$ cat src/rtl/conv_encoder_k3.sv
// Rate-1/2 K=3 convolutional encoder (g0=111, g1=101), bytes in MSB first.
// Define CONV_ENC_TAIL_EN to append two zero-input flush symbols per frame.
module conv_encoder_k3 (
  input  logic       clk,
  input  logic       rst_n,
  input  logic [7:0] in_data,
  input  logic       in_valid,
  input  logic       in_last,
  output logic       in_ready,
  output logic [1:0] enc_bits,
  output logic       enc_valid,
  input  logic       enc_ready,
  output logic       enc_last,
  output logic       busy
);

`ifdef CONV_ENC_TAIL_EN
  localparam logic TAIL_EN = 1'b1;
`else
  localparam logic TAIL_EN = 1'b0;
`endif

  typedef enum logic [1:0] {
    IDLE,
    SHIFT,
    TAIL
  } state_t;

  state_t     fsm;
  logic [7:0] sr;
  logic [7:0] hold_data;
  logic       hold_last;
  logic       hold_full;
  logic       cur_last;
  logic       s1;
  logic       s2;
  logic [2:0] cnt;

  logic u;
  logic hs;
  logic acc;
  logic sym_last;
  logic byte_end;
  logic tail_end;
  logic go_tail;
  logic free;

  assign u        = sr[7];
  assign hs       = enc_valid && enc_ready;
  assign acc      = in_valid && in_ready;
  assign sym_last = (cnt == 3'd0);
  assign byte_end = (fsm == SHIFT) && sym_last && hs;
  assign tail_end = (fsm == TAIL) && sym_last && hs;
  assign go_tail  = byte_end && TAIL_EN && cur_last;
  assign free     = (fsm == IDLE)
                 || (byte_end && !go_tail)
                 || tail_end;

  assign in_ready  = !hold_full && rst_n;
  assign enc_valid = (fsm != IDLE);
  assign enc_bits  = enc_valid ? {u ^ s1 ^ s2, u ^ s2} : 2'b00;
  assign busy      = (fsm != IDLE) || hold_full;

`ifdef CONV_ENC_TAIL_EN
  assign enc_last = (fsm == TAIL) && sym_last;
`else
  assign enc_last = (fsm == SHIFT) && sym_last && cur_last;
`endif

  // Sequencer: shifter/hold loading, trellis state and symbol counting.
  always_ff @(posedge clk) begin
    if (!rst_n) begin
      fsm       <= IDLE;
      sr        <= 8'h00;
      hold_data <= 8'h00;
      hold_last <= 1'b0;
      hold_full <= 1'b0;
      cur_last  <= 1'b0;
      s1        <= 1'b0;
      s2        <= 1'b0;
      cnt       <= 3'd0;
    end else if (free) begin
      if (fsm == IDLE || cur_last) begin
        s1 <= 1'b0;
        s2 <= 1'b0;
      end else begin
        s1 <= u;
        s2 <= s1;
      end
      if (hold_full) begin
        sr        <= hold_data;
        cur_last  <= hold_last;
        fsm       <= SHIFT;
        cnt       <= 3'd7;
        hold_full <= acc;
        if (acc) begin
          hold_data <= in_data;
          hold_last <= in_last;
        end
      end else if (acc) begin
        sr       <= in_data;
        cur_last <= in_last;
        fsm      <= SHIFT;
        cnt      <= 3'd7;
      end else begin
        sr       <= 8'h00;
        cur_last <= 1'b0;
        fsm      <= IDLE;
        cnt      <= 3'd0;
      end
    end else begin
      if (acc) begin
        hold_data <= in_data;
        hold_last <= in_last;
        hold_full <= 1'b1;
      end
      if (hs) begin
        sr  <= {sr[6:0], 1'b0};
        s1  <= u;
        s2  <= s1;
        cnt <= cnt - 3'd1;
        if (go_tail) begin
          fsm <= TAIL;
          cnt <= 3'd1;
        end
      end
    end
  end

endmodule
$ cat config.mk
export PLATFORM = sky130hd
export DESIGN_NAME = conv_encoder_k3
export DESIGN_NICKNAME = d
export VERILOG_FILES = /design/src/rtl/conv_encoder_k3.sv
export SDC_FILE = /design/constraint.sdc
export NUM_CORES = 1
export LEC_CHECK = 0
export CAP_MARGIN = 10
export CORE_UTILIZATION = 25
export DETAILED_ROUTE_END_ITERATION = 8
export DONT_BUFFER_PORTS = 1
export GPL_TIMING_DRIVEN = 0
export SLEW_MARGIN = 20
export SYNTH_ARGS = -nofsm -noshare
export SYNTH_HDL_FRONTEND = slang
export SYNTH_SLANG_ARGS = --single-unit
$ cat constraint.sdc
create_clock -name clk -period 1.9 [get_ports clk]
set_input_delay 0.38 -clock clk [delete_from_list [all_inputs] [get_ports clk]]
set_output_delay 0.38 -clock clk [all_outputs]
set_load 0.01 [all_outputs]
* Word-level counts from Yosys, hierarchy flattened
Index checks and enable logic that the tools add are counted.
** Word-level totals
- Register bits after elaboration :: 26
- Bits of input ports :: 13
- Output and inout bits :: 6
- Logic and storage cells :: 62
** Operators by class
- Add/subtract/negate cells :: 1
- Equal/unequal tests :: 3
- Muxes and demuxes :: 28
- Bitwise gates (word level) :: 3
- Reduce and logical (&&, ||, !) cells :: 18
** Operator list (number)
- two-way mux 8 bit :: 7
- two-way mux 1 bit :: 16
- two-way mux 3 bit :: 4
- logical AND 1 bit :: 8
- nonzero test 2 bit :: 3
- logical OR 1 bit :: 4
- logical NOT 3 bit :: 1
- subtractor 3 x 1 -> 3 bit (second input constant) :: 1
- XOR 1 bit :: 3
- == test 2 x 1 -> 1 bit (second input constant) :: 1
- == test 2 bit (second input constant) :: 1
- logical NOT 2 bit :: 1
- two-way mux 2 bit :: 1
- inequality test 2 bit (second input constant) :: 1
- logical NOT 1 bit :: 1

* Depth between registers and ports, before layout
- Word-level depth :: 6
- Depth in mapped cells :: 8
- Mapped depth without buffers :: 6

* Worst setup path after synthesis
Ideal clock, no wire load.
- Kind :: register -> output
- From :: register cnt[0]
- To :: output enc_last
- Arrival :: 1.247 ns
- Required time :: 1.520 ns
- Slack :: 0.273 ns
- Stages on the path, launching flop included :: 6
- Path buffers :: 1
- Path through :: dfxtp_1 inv_1 ha_1 nor2b_1 clkbuf_1 and3_1
** On the way
- Longest elaborated chain between the ends :: 3
** Ends and longest elaborated chain
- start: declaration :: line 37 : logic [2:0] cnt;
- start signal: assignment :: line 121 : cnt <= cnt - 3'd1;
- logical NOT 3 bit :: line 51 : assign sym_last = (cnt == 3'd0);
- logical AND 1 bit (2 in a row) :: line 67 : assign enc_last = (fsm == SHIFT) && sym_last && cur_last;
- end: declaration :: line 13 : output logic enc_last,
Every way passes these cells.

* Worst setup path in the final report
- From :: register cnt[1]
- To :: output enc_last
The elaborated chain is that of the path after synthesis.

==> flow_summary.json <==
{
  "drive_gt1_frac": 0.104,
  "dpl.hpwl_mm": 2.08,
  "synth_nets": 174,
  "syn_area_mm2": 0.00123,
  "drt_iter0_drc": 63,
  "ys_types": 33,
  "die_x_um": 72.2,
  "die_y_um": 72.2,
  "insertion_delay_ns": 0.28,
  "num_io_pins": 19,
  "n_fill_cell": 523,
  "cp.arrival_ns": 1.45,
  "htreeDepth": 1,
  "grt_pass1_wl_mm": 4.98,
  "synth-seq-cells": 25,
  "crit_path_end_kind": "output port",
  "max_cap_violations": 0,
  "slew_violations": 0,
  "layout_setup_ws_ns": 0.0724,
  "setup_viol": 0,
  "required_ns": 1.52,
  "num_antenna_cells": 0,
  "fin_crit_sh": 0.962,
  "yosys_warnings": 0,
  "areaGrowthSynthToFinish_pct": 13.0,
  "finalCriticalPeriod_ns": 1.83,
  "postCtsSetupRepairBufs": 0,
  "hold_viol_final": 0,
  "total_leakage_power_nw": 0.499,
  "initial_core_util": 0.261,
  "track_usage": 0.125,
  "cts_sinks": 25,
  "wl_per_cell_um": 12.8,
  "rsz0062_at_grt": "no",
  "wirelength_mm": 2.94,
  "cts_tree": "yes",
  "timing.fmax_ghz": 0.547,
  "final_common_cell": "nand2_1",
  "numCtsBuffers": 3,
  "via_per_inst": 4.73,
  "drtPass1Iterations": 4,
  "final_nets": 179,
  "grt_pass1_vias": 1025,
  "synth.yosys.seq_area_share": 0.407,
  "rows": 25,
  "antenna_found_initial": 0,
  "ir_drop_mv": 0.252,
  "die_area_mm2": 0.00521,
  "syn_inst": 159,
  "cp_max_fo": 10,
  "powerDensity_mw_per_mm2": 775,
  "vias": 1089,
  "finalSetupTns_ns": 0,
  "min_path_type": "input pin to flip-flop",
  "place_congestion": 0.744,
  "core_area_mm2": 0.00472,
  "skew_ns": 0.00609,
  "crit_type": "flip-flop to output port",
  "port_buffers": 0,
  "grt.overflow.total": 0,
  "clkTransAtPathRegs_ns": 0.09,
  "max-slew-margin-rel": 0.670,
  "pre_cts_slack_ns": 0.0339,
  "syn_area_per_cell_um2": 7.74,
  "ant_nets": 0,
  "cp-start-kind": "flip-flop",
  "clockBufferDepth": 2,
  "cts_root_buf": "clkbuf_8",
  "tightest_slew_ns": 0.495,
  "grt_max_degree": 15,
  "outcome": "complete, no violations",
  "drc": 0,
  "layout_common_cells": "nand2_1 (30), dfxtp_1 (25), nor2_1 (12)"
}
## layer usage
| metal | wire length (µm) | track usage | up-vias |
|---|---|---|---|
| met5 | 0 | 0 | - |
| li1 | - | - | 555 |
| met3 | 170 | 0.0236 | 5 |
| met1 | 1440 | 0.175 | 500 |
| met2 | 1270 | 0.184 | 29 |
| met4 | 60 | 0.0588 | 0 |
## logic make-up after synthesis
kind of cell | Yosys count | synth area share
AOI/OAI and AO/OA | 42 | 0.226
xor gates and xnor gates | 2 | 0.0142
adders and majority gates | 2 | 0.0203
buffers and inverters | 22 | 0.0803
DFF | 25 | 0.407
and+or+nand+nor | 66 | 0.253
## power by group
group	switching (mW)	leakage [nW]	internal, mW
Clock	0.185	0.0255	0.147
Sequential	0.0196	0.204	0.551
Combinational	0.101	0.269	0.0746
Total	0.306	0.499	0.773
## sequential cells by signal, indices dropped and copies added (netlist names)
register	cells
hold_data	8
sr	8
cnt	3
cur_last	1
fsm	1
hold_full	1
hold_last	1
s1	1
s2	1
## through the flow
| step | util | total power, mW | std cells | area (µm²) | hold slack (ns) |
|---|---|---|---|---|---|
| floorplan | - | 0.702 | 159 | 1230 | 0.428 |
| global placement | 0.278 | 0.739 | 226 | 1320 | 0.436 |
| detailed placement | 0.278 | 0.740 | 226 | 1320 | 0.445 |
| CTS | 0.294 | 1.09 | 230 | 1390 | 0.205 |
| global route | 0.295 | 1.14 | 230 | 1390 | 0.203 |
| finish | 0.295 | 1.08 | 230 | 1390 | 0.209 |
## area by class of cell
class,instances,area (µm²),area share
multi-input combinational,112,647,0.465
buffer,12,76.3,0.0549
tap,67,83.8,0.0603
clock buffer,3,41.3,0.0297
inverter,10,37.5,0.0270
sequential,25,500,0.360
clock inverter,1,5.00,0.00360
## Yosys cell counts
cell type,n,area [µm²]
a22o_1,6,52.6
o22ai_1,6,37.5
a2bb2oi_1,1,8.76
buf_6,2,22.5
a21oi_1,5,25.0
and3_1,1,6.26
ha_1,2,25.0
o221ai_1,1,8.76
a222oi_1,1,10.0
dfxtp_1,25,500
nor3b_1,1,7.51
o21ai_1,8,40.0
buf_2,1,5.00
nand3b_1,2,15.0
and3_4,1,11.3
a221oi_1,1,8.76
o21ai_0,5,25.0
inv_1,10,37.5
clkbuf_1,9,33.8
nand2b_1,3,18.8
a22oi_1,6,45.0
and3b_1,1,8.76
nand2_1,30,113
or2_2,1,6.26
nor2_1,12,45.0
o21ai_2,1,8.76
xor2_1,2,17.5
o21a_1,1,7.51
nor4bb_1,1,10.0
nor3_1,5,25.0
nor2b_1,1,6.26
and2_1,3,18.8
nand3_1,4,20.0
## path summary, 6_finish.rpt
check,startpoint,endpoint,slack [ns],cells after the start
setup / recovery,cnt[1],enc_last,0.07,5
setup reg to reg,cnt[1],sr[2],0.32,7
hold / removal,in_data[1],hold_data[1],0.21,2
hold reg to reg,hold_data[1],hold_data[1],0.45,2
## critical path: stages, from the launching register on
cell and delay (ns):
dfxtp_1 0.31, inv_1 0.10, ha_2 0.21, nor2b_4 0.18, clkbuf_8 0.18, and3_4 0.20
## repair_timing
action / in CTS / in global routing
hold buffers: 0 / 0
resized for setup: 8 / 5
endpoints found under the setup margin: 3 / 3
(Power assumes the default switching activity.)
